### config.mk
export PLATFORM = sky130hd
export DESIGN_NAME = mem_fifo_ctrl
export DESIGN_NICKNAME = d
export VERILOG_FILES = /design/src/rtl/mem_fifo_ctrl.sv
export SDC_FILE = /design/constraint.sdc
export NUM_CORES = 1
export LEC_CHECK = 0
export ABC_AREA = 1
export BUFFER_PORTS_ARGS = -buffer_cell sky130_fd_sc_hd__buf_4
export CAP_MARGIN = 15
export CORE_UTILIZATION = 60
export DETAILED_ROUTE_END_ITERATION = 7
export HOLD_SLACK_MARGIN = 0.12
export PLACE_DENSITY = 0.78
export SLEW_MARGIN = 30
export SYNTH_ARGS = -nofsm -noshare
export SYNTH_HDL_FRONTEND = slang
export SYNTH_SLANG_ARGS = --single-unit
### constraint.sdc
create_clock -name clk -period 7.8 [get_ports clk]
set_clock_uncertainty 0.1 [all_clocks]
set_input_delay 0.78 -clock clk [delete_from_list [all_inputs] [get_ports clk]]
set_output_delay 0.78 -clock clk [all_outputs]
set_load 0.005 [all_outputs]
### src/rtl/mem_fifo_ctrl.sv
// rtl/mem_fifo_ctrl.sv - FIFO controller driving a two-port memory wrapper with a credit-managed output buffer
//
// Purpose: accepts client pushes into an external two-port memory, issues reads
// ahead of the client, absorbs the wrapper's fixed read latency and holds the
// returned words in a small output buffer sized so it can never overflow.
//
// Ports:
//   clk, rst                      clock, synchronous active-high reset
//   push_valid/push_ready/push_data   client write interface
//   pop_valid/pop_ready/pop_data      client read interface (head of FIFO)
//   mem_wr/mem_waddr/mem_wdata        wrapper write port
//   mem_rd/mem_raddr/mem_rdata        wrapper read port (rdata RD_LATENCY cycles after rd)
//   count                             entries held: memory + in flight + output buffer
module mem_fifo_ctrl #(
  parameter int WIDTH      = 6,
  parameter int DEPTH      = 512,
  parameter int ADDR_WIDTH = $clog2(DEPTH),
  parameter int RD_LATENCY = 2,
  parameter int OBUF_DEPTH = RD_LATENCY + 1,
  parameter int CNT_WIDTH  = $clog2(DEPTH + OBUF_DEPTH + 1)
) (
  input  logic                  clk,
  input  logic                  rst,
  input  logic                  push_valid,
  output logic                  push_ready,
  input  logic [WIDTH-1:0]      push_data,
  output logic                  pop_valid,
  input  logic                  pop_ready,
  output logic [WIDTH-1:0]      pop_data,
  output logic                  mem_wr,
  output logic [ADDR_WIDTH-1:0] mem_waddr,
  output logic [WIDTH-1:0]      mem_wdata,
  output logic                  mem_rd,
  output logic [ADDR_WIDTH-1:0] mem_raddr,
  input  logic [WIDTH-1:0]      mem_rdata,
  output logic [CNT_WIDTH-1:0]  count
);

  localparam int OB_AW = (OBUF_DEPTH > 1) ? $clog2(OBUF_DEPTH) : 1;
  localparam logic [ADDR_WIDTH-1:0] LP_ADDR_LAST = ADDR_WIDTH'(DEPTH - 1);
  localparam logic [OB_AW-1:0]      LP_OB_LAST   = OB_AW'(OBUF_DEPTH - 1);
  localparam logic [CNT_WIDTH-1:0]  LP_DEPTH     = CNT_WIDTH'(DEPTH);
  localparam logic [CNT_WIDTH-1:0]  LP_OBUF      = CNT_WIDTH'(OBUF_DEPTH);

  logic [ADDR_WIDTH-1:0] r_wptr;
  logic [ADDR_WIDTH-1:0] r_rptr;
  logic [CNT_WIDTH-1:0]  r_mem_occ;
  logic [RD_LATENCY-1:0] r_rd_sr;
  logic [WIDTH-1:0]      r_obuf [OBUF_DEPTH];
  logic [OB_AW-1:0]      r_ob_wptr;
  logic [OB_AW-1:0]      r_ob_rptr;
  logic [CNT_WIDTH-1:0]  r_ob_occ;
  logic [CNT_WIDTH-1:0]  r_count;

  logic                  w_push_fire;
  logic                  w_pop_fire;
  logic                  w_capture;
  logic [CNT_WIDTH-1:0]  w_inflight;
  logic [CNT_WIDTH-1:0]  w_credit;

  assign push_ready  = (r_mem_occ != LP_DEPTH);
  // Gating with rst keeps the wrapper quiet during the reset cycle.
  assign w_push_fire = push_valid & push_ready & ~rst;
  assign mem_wr      = w_push_fire;
  assign mem_waddr   = r_wptr;
  assign mem_wdata   = push_data;

  assign pop_valid   = (r_ob_occ != '0);
  assign pop_data    = r_obuf[r_ob_rptr];
  assign w_pop_fire  = pop_valid & pop_ready;

  always_comb begin
    w_inflight = '0;
    for (int i = 0; i < RD_LATENCY; i++) begin
      w_inflight = w_inflight + CNT_WIDTH'(r_rd_sr[i]);
    end
  end

  // A read is only issued if its word is guaranteed a slot in the output
  // buffer; a pop in this cycle frees a slot, hence the combinational
  // pop_ready -> mem_rd path that keeps one pop per cycle sustainable.
  assign w_credit  = w_inflight + r_ob_occ - CNT_WIDTH'(w_pop_fire);
  assign mem_rd    = ~rst & (r_mem_occ != '0) & (w_credit < LP_OBUF);
  assign mem_raddr = r_rptr;
  assign w_capture = r_rd_sr[RD_LATENCY-1];

  assign count = r_count;

  always_ff @(posedge clk) begin
    if (rst) begin
      r_wptr    <= '0;
      r_rptr    <= '0;
      r_mem_occ <= '0;
      r_rd_sr   <= '0;
      r_ob_wptr <= '0;
      r_ob_rptr <= '0;
      r_ob_occ  <= '0;
      r_count   <= '0;
      for (int i = 0; i < OBUF_DEPTH; i++) begin
        r_obuf[i] <= '0;
      end
    end else begin
      if (w_push_fire) begin
        r_wptr <= (r_wptr == LP_ADDR_LAST) ? '0 : r_wptr + 1'b1;
      end
      if (mem_rd) begin
        r_rptr <= (r_rptr == LP_ADDR_LAST) ? '0 : r_rptr + 1'b1;
      end
      r_mem_occ <= r_mem_occ + CNT_WIDTH'(w_push_fire) - CNT_WIDTH'(mem_rd);

      r_rd_sr[0] <= mem_rd;
      for (int i = 1; i < RD_LATENCY; i++) begin
        r_rd_sr[i] <= r_rd_sr[i-1];
      end

      if (w_capture) begin
        r_obuf[r_ob_wptr] <= mem_rdata;
        r_ob_wptr <= (r_ob_wptr == LP_OB_LAST) ? '0 : r_ob_wptr + 1'b1;
      end
      if (w_pop_fire) begin
        r_ob_rptr <= (r_ob_rptr == LP_OB_LAST) ? '0 : r_ob_rptr + 1'b1;
      end
      r_ob_occ <= r_ob_occ + CNT_WIDTH'(w_capture) - CNT_WIDTH'(w_pop_fire);

      // Entries only enter on push and leave on pop; transfers between
      // memory, pipeline and buffer leave the total unchanged.
      r_count <= r_count + CNT_WIDTH'(w_push_fire) - CNT_WIDTH'(w_pop_fire);
    end
  end

  always_ff @(posedge clk) begin
    if (!rst && w_capture && !w_pop_fire) begin
      assert (r_ob_occ < LP_OBUF);
    end
  end

endmodule
==> reports/summary.md, run 1 <==
Stage delay of the slowest cell on the critical path: 0.50 ns. The setup path with the least slack is of type reg2reg. The run gives 38.6% as the sequential area share after synthesis.

The clock tree root driver cell is clkbuf_8. The layout has 662 filler cells. The count of pins over their slew limit came out at 0. The sequential share of power is 27.3%, and the clock transition at the registers of the reported paths is 0.08 ns. The number of antenna diodes in the final layout is 0.

For this run, the leading register cell type out of synthesis is dfxtp_1. The slew at the pin with the worst max-slew slack is 0.597 ns. Setup repair after global routing left no endpoint under its margin. The worst-case IR drop observed on VDD is 251 uV. In the global route stage, met1 resource usage came out at 32.6%. The clock network is responsible for 18.4% of the overall power. Data arrives at the worst endpoint at 5.26 ns. In this run, synthesis produced a sequential element count of 80. STA classifies the critical path startpoint as a flop. The tools report the kind of capture point of the worst setup path as a flop. In the final layout, the share of cells above drive strength 1 is 11.9%. Counting every net in the synthesized netlist gives 688. For the die area, the log shows 8320 um^2. The tools report the number of endpoints failing setup at the final stage as 0.

The path category of the worst min-delay check is reg2reg. In this run the standard cell core region covers 7730 um^2. The run gives 5 as the count of TritonRoute iterations in the first routing pass. The Yosys step of the flow raised 0 warnings.

In this run switching power makes up 44.4% of total power. The tools report the number of max-cap violations as 0. In the final layout, the multi-input gates occupy 2370 um^2. The run finished with clean final reports. The synthesized netlist occupies a cell area of 4780 um^2.

Summing all flip-flop and latch instances after layout gives 1840 um^2. In this run the tool buffered the top-level ports with 47 buffer cells. CTS built an H-tree with a depth of 3. The count of non-filler cells in the finished layout is 772.

The layer flagged by global routing as most heavily used is met2. The y dimension of the die works out to 91.2 um. The logs give 893 uW for the net switching power and 60 for the count of boundary I/O pins. The final count of hold timing violations was 0. Number of buffers inserted during clock tree synthesis: 9. In the synthesized netlist, the number of instances is 622.

The tools report the slack of the worst reg-to-reg path as 2.69 ns. For this run, global-route usage on met3 was measured as 3.69%. Entering global routing, the biggest net connects 36 pins. In this run the horizontal extent of the chip is 91.2 um. Worst hold endpoint: r_rd_sr[1]. The internal portion of the total power is 1.12 mW.

The congestion estimate from routability-driven global placement came to 0.879. Row generation in the floorplan step produced 32 rows. Summed over all nets, the half-perimeter wirelength after detailed placement is 7390 um. The tools report the latest clock arrival within the worst-skew pair as 0.35 ns.

The number of placed instances, taps included, is 756. Counting flops with a built-in enable in the synthesized netlist gives 24. The tools report the total of hold buffers inserted after clock tree synthesis as 0.

Minimum clock period: 5.11 ns. The slowest stage of the critical path is the fa_1 cell. Derived from the worst setup path, the maximum achievable clock frequency is 0.196 GHz. The cell repeated most along the worst path was nand2_1.

The number of global-route vias before repair is 3879, and the area growth from synthesis to layout is 13.2%. The worst hold path was traced through 2 stages. Depth of the most critical reg-to-reg path: 31. In the routed layout, each cell is associated on average with a via count of 5.23.

The total via count after detailed routing is 4041, and the power per standard cell area is 372 nW/um^2. For the worst setup path, the data required time is 7.95 ns. The mean instance size in the synthesized netlist is 7.68 um^2. The startpoint identified for the worst hold timing path is r_rd_sr[0]. The worst register-to-register path begins at r_ob_occ[6]. The logs give 9750 um for the total wirelength of the detailed-routed design and 61.8% for the starting density of the core.

Global routing consumed, on the met2 layer, 42.8% of the routing resources. The run gives 17000 um as the global-route wire length before repair. Counting every sink on the clock net gives 80. The count of nets left with antenna violations once routing finished came out at 0. The detailed-route wire length per cell is 12.6 um.

The net count reported at finish came out at 731. After synthesis, the share of flip-flops with an asynchronous set or reset is 0%. The DRC marker count from the first detailed-route iteration came out at 196.

In this run the post-CTS setup repair buffer count came out at 0. The longest clock path from root to sink contains 2 buffers. The tools report the post-synthesis cell type count as 39. In the routed design, unresolved DRC markers number 0. Once the clock tree was built, the resizer swapped 0 gates to a different size. After routing, the total negative slack on setup checks comes to 0 ns. The number of antenna violations at the first check in global routing was 0. Of the total power, combinational logic draws 54.3%.

Across every metal layer, demand over resource in global routing totals 25.2%. The standby leakage power came out at 2.56 nW. The endpoint identified for the worst register-to-register timing path is r_mem_occ[6]. TritonCTS built the clock tree. Of all nets on the critical path, the largest fanout is 12. The run gives 0 as the remaining global-route overflow.

In this run the tightest slew margin relative to its limit is 60.1%. The worst path uses 65.5% of the clock period. Across all hold checks on the routed design, the worst slack comes to 0.382 ns.
[registers in the layout, indices dropped and copies added (netlist names), named ones only]
| name | cells |
|---|---|
| r_ob_wptr | 2 |
| mem_waddr | 9 |
| r_mem_occ | 10 |
| r_rd_sr | 2 |
| count | 10 |
| r_obuf | 24 |
| r_ob_occ | 10 |
| mem_raddr | 9 |
| r_ob_rptr | 2 |
[worst max-delay path, delay by kind of cell (launching register included)]
kind / cells / cell delay [ns]
adder cells (fa/ha/maj): 7 / 2.09
flip-flops: 1 / 0.33
buffers and inverters: 5 / 0.40
AND/OR/NAND/NOR: 14 / 1.60
AO/OA/AOI/OAI: 5 / 0.50
[metal layers]
| layer | vias up | routed length, um |
|---|---|---|
| met5 | - | 0 |
| met4 | 0 | 144 |
| met3 | 11 | 355 |
| met2 | 80 | 4660 |
| met1 | 1835 | 4590 |
| li1 | 2115 | - |
[logic make-up after synthesis]
kind of cell | count (synthesis) | synth area share [%]
xor+xnor | 5 | 0.917
simple gates | 224 | 20.3
fa+ha+maj | 50 | 13.9
compound gates | 123 | 14.5
buf+inv | 140 | 11.9
flops | 80 | 38.6
[metrics by stage]
step | total power, mW | util [%] | setup slack, ns | instance area, um^2
floorplan | 1.41 | - | 3.26 | 4780
global placement | 1.61 | 66.8 | 2.84 | 5160
detailed placement | 1.63 | 66.8 | 2.69 | 5160
CTS | 2.01 | 70.0 | 2.69 | 5410
global route | 2.21 | 70.0 | 2.24 | 5410
finish | 2.01 | 70.0 | 2.69 | 5410
[worst max-delay path by stage]
stage | start | end
5_1_grt | r_ob_occ[8] | r_mem_occ[6]
3_3_place_gp | pop_ready | r_mem_occ[6]
3_5_place_dp | pop_ready | r_mem_occ[6]
2_1_floorplan | r_ob_occ[6] | r_mem_occ[6]
4_1_cts | r_ob_occ[6] | r_mem_occ[6]
6_report | r_ob_occ[6] | r_mem_occ[6]
[power groups by stage]
stage | Sequential [mW] | Clock [mW] | Combinational (mW)
after global placement | 0.558 | 0 | 1.05
final | 0.550 | 0.370 | 1.09
after detailed placement | 0.560 | 0 | 1.07
after global routing | 0.560 | 0.396 | 1.25
after floorplan | 0.550 | 0 | 0.855
after CTS | 0.550 | 0.377 | 1.08
[layout by cell type, fill, tap and decap left out, drive strengths merged, types with 2 or more instances in the layout]
cell type,n
nand2,89
nor4,2
clkbuf,9
buf,48
a31oi,3
xor2,3
nand3,36
nor3,7
bufinv,3
o22ai,6
clkinv,2
dfxtp,56
nor2,76
nand4,12
inv,124
edfxtp,24
o31ai,5
a211oi,3
a221oi,2
clkinvlp,2
o21ai,49
xnor2,2
fa,5
ha,45
o21bai,7
a21oi,42
[area by class of cell]
class                   instances  area share, %
clock buffers                   9           2.29
well taps                     102           2.36
inverters                     124           8.61
repair buffers                 48           6.67
multi-input cells             402           43.8
flip-flops and latches         80           34.1
clock inverters                 7           2.20
[cells in the mapped netlist, types with 3 or more instances]
cell	n	area [um^2]
nor3_1	7	35.0
dfxtp_1	56	1120
nand4_1	12	75.1
nand3_1	36	180
o21bai_1	7	52.6
fa_1	5	100
a211oi_1	3	22.5
o22ai_1	6	37.5
o21ai_0	46	230
a31oi_1	3	18.8
inv_1	114	428
o31ai_1	5	37.5
nand2_1	87	327
nor2_1	71	267
buf_4	7	52.6
edfxtp_1	24	721
ha_1	45	563
clkbuf_1	7	26.3
a21oi_1	42	210
o21ai_1	3	15.0
inv_2	9	33.8
nor2_2	3	18.8
xor2_1	3	26.3
No activity file was read; power rests on OpenSTA's default activity.
==> inputs of run 2 (changes only) <==
Settings changed: CORE_UTILIZATION 60 to 53, PLACE_DENSITY 0.78 to 0.73.
Clock period 7.8 ns to 4.29 ns, I/O delays scaled along.
==> run 2 against run 1 <==
  * The run now ends with setup timing left
  * Cell area rose by 5.6%
  * Sequential power up 82%
  * Via count is 4.5% higher
  * Worst hold slack lost 0.23 ns
  * Critical path depth stayed put
  * Cell count grew 3.9%
  * Sequential share of layout area shrank 1.7 points
  * Die area rose by 13%
  * First-iteration DRC count down 1.0%
  * Flip-flop and latch count unchanged
  * Critical path type unchanged
  * Largest cell class unchanged
  * Largest power group unchanged
  * Highest routed layer unchanged
==> reports/summary.md, run 2 (synthesized netlist as in run 1, its figures left out) <==
The maximum number of pins on one net before global-route repair was 35 (was 36); the number of endpoints failing setup at the final stage was 4 (was 0). The area of all sequential standard cells was 1850 um^2 (was 1840 um^2); the share of layout cells above drive strength 1 was 19.0% (was 11.9%). The tools report the global routing usage summed across all routing layers as 22.6% (was 25.2%). The power per standard cell area was 665 nW/um^2 (was 372 nW/um^2); the count of boundary I/O pins was 60 (unchanged).

The combinational cell fraction of total power came out at 57.2% (was 54.3%). The logs give 0 (unchanged) for the remaining global-route overflow and 0.884 (was 0.879) for the placer's final routability congestion estimate. The worst slew slack as a fraction of its limit was 62.8% (was 60.1%). The flow ran to the end, but the final reports show violations.

Placed standard-cell area: 5290 um^2 (was 5160 um^2). The cell with the biggest individual delay on the critical path is fa_2 (was fa_1). The part of the cycle the worst path needs was 105% (was 65.5%); the HPWL after detailed placement was 7400 um (was 7390 um).

For the total area of multi-input combinational cells, the log shows 2500 um^2 (was 2370 um^2). Number of vias per cell after detailed routing: 5.26 (was 5.23). The net switching power is 1.70 mW (was 893 uW). Register name with the most flops: r_obuf (unchanged). The buffer levels on the longest clock path is 2 (unchanged), and the number of buffers inserted during clock tree synthesis is 9 (unchanged). The overall power consumption is 3.79 mW (was 2.01 mW).

The critical-path maximum fanout was 2 (was 12). Most frequent standard cell in the layout excluding fill and tap cells: inv_1 (unchanged). The worst slack at placement is -0.280 ns (was 2.69 ns). Kind of capture point of the worst setup path: a flop (unchanged). The clock transition at the registers of the reported paths is 0.09 ns (was 0.08 ns), and the count of non-filler cells in the finished layout is 802 (was 772).

The checks that failed: setup timing. The global-route wire length before repair is 17400 um (was 17000 um). The worst path setup slack after routing was -0.220 ns (was 2.69 ns). The total clock sinks is 80 (unchanged). The slew at the pin with the worst max-slew slack was 0.552 ns (was 0.597 ns). The minimum clock period works out to 4.51 ns (was 5.11 ns). The largest delay contributor family on the critical path is adder cells (unchanged). The required arrival time at the worst endpoint was 4.44 ns (was 7.95 ns); the total wirelength of the detailed-routed design was 10200 um (was 9750 um). The tools report the die area as 9400 um^2 (was 8320 um^2).

The count of TritonRoute iterations in the first routing pass was 5 (unchanged). Post-route setup TNS: -0.459 ns (was 0 ns). The internal power consumption is 2.09 mW (was 1.12 mW). The run gives 2.67 nW (was 2.56 nW) as the standby leakage power. The peak ir drop on the vdd network was 448 uV (was 251 uV); the y dimension of the die was 96.9 um (was 91.2 um). Leading cell types in the layout, fill and taps excluded: inv_1, nand2_1, buf_4 (was inv_1, nand2_1, nor2_1). The total via count after detailed routing is 4221 (was 4041). The tools report the latest clock arrival within the worst-skew pair as 0.36 ns (was 0.35 ns).

The switching share of total power came out at 44.8% (was 44.4%). Starting density of the core: 54.8% (was 61.8%). The logs give 8720 um^2 (was 7730 um^2) for the core outline area and 0 (unchanged) for the DRC violation count after routing.

The kind of critical path is reg2reg (unchanged). For the arrival time reported for the critical path endpoint, the log shows 4.66 ns (was 5.26 ns). The number of antenna violations at the first check in global routing is 0 (unchanged), and the detailed-route wire length per cell is 12.7 um (was 12.6 um). The logs give 0 (unchanged) for the final count of hold timing violations and 16.4% (was 18.4%) for the clock network power share. Clock tree root driver cell: clkbuf_8 (unchanged). The number of antenna repair diodes was 0 (unchanged). Setup repair after global routing could not meet its margin everywhere. The die width was 96.9 um (was 91.2 um); the site row count was 34 (was 32). The flip-flop count of the largest register after layout works out to 24 (unchanged). The stage delay of the slowest cell on the critical path is 0.54 ns (was 0.50 ns), and the number of fill cells is 702 (was 662). For the number of max-cap violations, the log shows 0 (unchanged). The tools report the startpoint kind of the worst setup timing path as a flop (unchanged).

The total instance count after detailed placement is 775 (was 756). The area growth from synthesis to layout was 19.5% (was 13.2%). The sequential share of power was 26.5% (was 27.3%); the number of global-route vias before repair was 3921 (was 3879). The total of hold buffers inserted after clock tree synthesis was 0 (unchanged). TritonCTS built the clock tree. The count of antenna-violating nets left after detailed routing is 0 (unchanged).

The total of buffers placed on input and output ports is 47 (unchanged). The tools report the DRC marker count from the first detailed-route iteration as 194 (was 196). Path category of the worst min-delay check: in2reg (was reg2reg). The highest attainable clock frequency is 0.222 GHz (was 0.196 GHz), and the count of pins over their slew limit is 0 (unchanged). The logs give 755 (was 731) for the net count reported at finish and 5710 um^2 (was 5410 um^2) for the summed area of non-filler cells in the final layout.

The number of buffers and inverters on the critical path works out to 5 (unchanged). The number of H-tree levels is 3 (unchanged), and the slack of the worst reg-to-reg path is -0.22 ns (was 2.69 ns).
## run 2: changes by cell type in the layout (fill, tap and decap cells not counted), sizes merged
cell	previous run	this run
buf	48	72
bufinv	3	2
clkinv	2	3
clkinvlp	2	1
inv	124	125
## run 2: timing repair
action	CTS	global route
gates resized for setup	18	11
endpoints found under the setup margin	5	10
pin swaps	5	5
hold endpoints to repair	0	0
buffers inserted	12	3
## run 2: area by class of cell
class,count,share of cell area [%]
Sequential cell,80,32.3
Clock inverter,7,1.64
Multi-Input combinational cell,402,43.8
Tap cell,108,2.37
Timing Repair Buffer,72,9.47
Inverter,124,8.20
Clock buffer,9,2.17
## run 2: final timing paths
| check | startpoint | endpoint | depth (start not counted) |
|---|---|---|---|
| worst min register to register | r_rd_sr[0] | r_rd_sr[1] | 2 |
| worst max register to register | r_ob_occ[6] | r_mem_occ[6] | 31 |
| worst max-delay path | r_ob_occ[6] | r_mem_occ[6] | 31 |
| worst min-delay path | mem_rdata[2] | r_obuf[3][2] | 1 |
## run 2: metal layers
metal | track usage [%] | up-vias | wire length [um]
li1 | - | 2170 | -
met1 | 28.2 | 1934 | 4680
met2 | 38.9 | 100 | 4890
met5 | 0 | - | 0
met3 | 4.62 | 17 | 456
met4 | 7.35 | 0 | 159
## run 2: power groups by stage
stage	clock [mW]	sequential, mW	combinational (mW)
after floorplan	0	1.00	1.56
after detailed placement	0	1.02	2.01
after CTS	0.634	1.00	2.09
after global routing	0.668	1.02	2.47
final	0.621	1.00	2.17
after global placement	0	1.01	1.99
## run 2: stage by stage
stage | hold WS [ns] | util [%]
global route | 0.133 | 65.5
CTS | 0.143 | 65.0
finish | 0.154 | 65.5
floorplan | 0.346 | -
global placement | 0.372 | 60.7
detailed placement | 0.376 | 60.7
==> inputs of run 3 (changes only) <==
Settings changed: CORE_UTILIZATION 53 to 25, GPL_TIMING_DRIVEN set to 0, PLACE_DENSITY 0.73 to 0.38.
==> run 3 against run 2 <==
  * The flow still finishes with violations (setup timing)
  * Worst hold slack better by 0.0048 ns
  * Clock power is 34% higher
  * Sequential power hardly changed
  * Routed wire length is 21% higher
  * Highest routed layer unchanged
==> reports/summary.md, run 3 (synthesized netlist as in run 1, its figures left out) <==
The die area was 19700 um^2 (was 9400 um^2). The slack of the worst reg-to-reg path was -0.34 ns (was -0.22 ns). For the total via count after detailed routing, the log shows 4187 (was 4221). The cell with the biggest individual delay on the critical path is fa_2 (unchanged). For the remaining global-route overflow, the log shows 0 (unchanged). The y dimension of the die came out at 140 um (was 96.9 um).

The number of buffers and inverters on the critical path was 7 (was 5). Path category of the worst min-delay check: in2reg (unchanged). The die width works out to 140 um (was 96.9 um). The global routing usage summed across all routing layers was 13.4% (was 22.6%). The run finished, with violations left. Final count of hold timing violations: 0 (unchanged). The clock tree root driver cell was clkbuf_16 (was clkbuf_8). The net count reported at finish came out at 770 (was 755). Overall power consumption: 4.10 mW (was 3.79 mW). The total of hold buffers inserted after clock tree synthesis came out at 0 (unchanged). The clock transition at the registers of the reported paths is 0.07 ns (was 0.09 ns), and the area growth from synthesis to layout is 27.2% (was 19.5%). The tools report the number of endpoints failing setup at the final stage as 4 (unchanged). The tools report the startpoint kind of the worst setup timing path as a flop (unchanged). Worst flop-to-flop path startpoint: r_ob_occ[6] (unchanged). Setup repair after global routing could not meet its margin everywhere. The stage delay of the slowest cell on the critical path was 0.54 ns (about the same); the total of buffers placed on input and output ports was 52 (was 47). DRC violation count after routing: 0 (unchanged).

The tools report the site row count as 50 (was 34). The number of vias per cell after detailed routing was 4.44 (was 5.26). The power per standard cell area is 674 nW/um^2 (was 665 nW/um^2). The placed standard-cell area was 5500 um^2 (was 5290 um^2).

The worst hold endpoint was r_obuf[3][3] (was r_obuf[3][2]). The HPWL after detailed placement was 9440 um (was 7400 um). Leading cell types in the layout, fill and taps excluded: inv_1, nand2_1, buf_4 (unchanged). The peak ir drop on the vdd network was 347 uV (was 448 uV). The count of antenna-violating nets left after detailed routing is 0 (unchanged).

The maximum number of pins on one net before global-route repair was 17 (was 35). For the DRC marker count from the first detailed-route iteration, the log shows 120 (was 194). The standby leakage power was 2.77 nW (was 2.67 nW); the count of boundary I/O pins was 60 (unchanged). Placer's final routability congestion estimate: 0.781 (was 0.884). The starting density of the core came out at 25.5% (was 54.8%). By instance count, the cell type seen most on the critical path is ha_4. The worst path setup slack after routing is -0.340 ns (was -0.220 ns), and the latest clock arrival within the worst-skew pair is 0.35 ns (was 0.36 ns). The buffer levels on the longest clock path was 2 (unchanged); the minimum clock period was 4.63 ns (was 4.51 ns). The required arrival time at the worst endpoint is 4.43 ns (was 4.44 ns), and the cell depth of the worst min-delay path is 1 (unchanged). The logs give 4139 (was 3921) for the number of global-route vias before repair and 12400 um (was 10200 um) for the total wirelength of the detailed-routed design.

The tools report the kind of capture point of the worst setup path as a flop (unchanged). The tightest hold margin was 0.159 ns (was 0.154 ns); the depth of the most critical reg-to-reg path was 32 (was 31). Start point of the worst hold path: mem_rdata[3] (was mem_rdata[2]). The share of layout cells above drive strength 1 was 20.6% (was 19.0%). Count of pins over their slew limit: 0 (unchanged).

The summed area of non-filler cells in the final layout was 6070 um^2 (was 5710 um^2); the core outline area was 18700 um^2 (was 8720 um^2). The number of buffers inserted during clock tree synthesis is 9 (unchanged). Failing checks: setup timing (unchanged). The highest attainable clock frequency is 0.216 GHz (was 0.222 GHz), and the total clock sinks is 80 (unchanged).

The run gives 20700 um (was 17400 um) as the global-route wire length before repair. The detailed-route wire length per cell was 13.1 um (was 12.7 um); the number of max-cap violations was 0 (unchanged). The register name with the most flops was r_obuf (unchanged). The number of H-tree levels was 3 (unchanged). TritonCTS built the clock tree. For the count of TritonRoute iterations in the first routing pass, the log shows 4 (was 5). The endpoint of the worst-slack reg-to-reg timing path is r_mem_occ[8] (was r_mem_occ[6]). Largest delay contributor family on the critical path: adder cells (unchanged). The critical-path maximum fanout is 2 (unchanged). The slew at the pin with the worst max-slew slack is 0.624 ns (was 0.552 ns). The most frequent standard cell in the layout excluding fill and tap cells is inv_1 (unchanged). The logs give 0 (unchanged) for the number of antenna violations at the first check in global routing and 0 (unchanged) for the number of antenna repair diodes.

Worst slack at placement: -0.864 ns (was -0.280 ns). Arrival time reported for the critical path endpoint: 4.77 ns (was 4.66 ns). The kind of critical path is reg2reg (unchanged). The part of the cycle the worst path needs was 108% (was 105%); the final core area utilization was 32.5% (was 65.5%). The worst slew slack as a fraction of its limit came out at 57.9% (was 62.8%).

The flip-flop count of the largest register after layout is 24 (unchanged).
[run 3: metal layers]
metal	track usage (%)	wire, um	vias up
met4	4.80	173	0
li1	-	-	2204
met3	2.56	380	11
met2	22.6	5830	60
met5	0	0	-
met1	17.1	5970	1912
[run 3: cell type report]
type	count	area, um^2
plain buffers	16	101
clock buffers	9	225
clock inverters	7	86.3
fillers	2001	12600
inverters	124	470
multi-input cells	402	2520
flip-flops and latches	80	1840
well taps	234	293
repair buffers	71	533
[run 3: repair_timing]
action                                  CTS  global route
resized for setup                        25            11
pin swaps                                21            21
setup buffers                            13             5
endpoints found under the setup margin   11             9
[run 3: how the worst max path moves through the flow]
stage	start	to	depth (start not counted)	slack, ns
final	r_ob_occ[6]	r_mem_occ[8]	32	-0.34
after floorplan	r_ob_occ[6]	r_mem_occ[6]	31	-0.06
after detailed placement	r_ob_occ[8]	r_mem_occ[6]	31	-0.86
after global placement	r_ob_occ[6]	r_mem_occ[6]	31	-0.82
after CTS	r_ob_occ[7]	r_mem_occ[6]	31	-0.38
after global routing	r_ob_occ[6]	r_mem_occ[6]	31	-0.64
[run 3: where the power goes]
part	total (mW)	switching (mW)	internal [mW]
logic	2.26	1.37	0.890
registers	1.01	0.0929	0.915
clock network	0.833	0.366	0.466
[run 3: metrics by stage]
step / std cells / TNS, ns
detailed placement: 909 / -5.06
global placement: 908 / -4.51
floorplan: 622 / -0.0645
CTS: 938 / -1.07
finish: 943 / -1.05
global route: 943 / -2.89
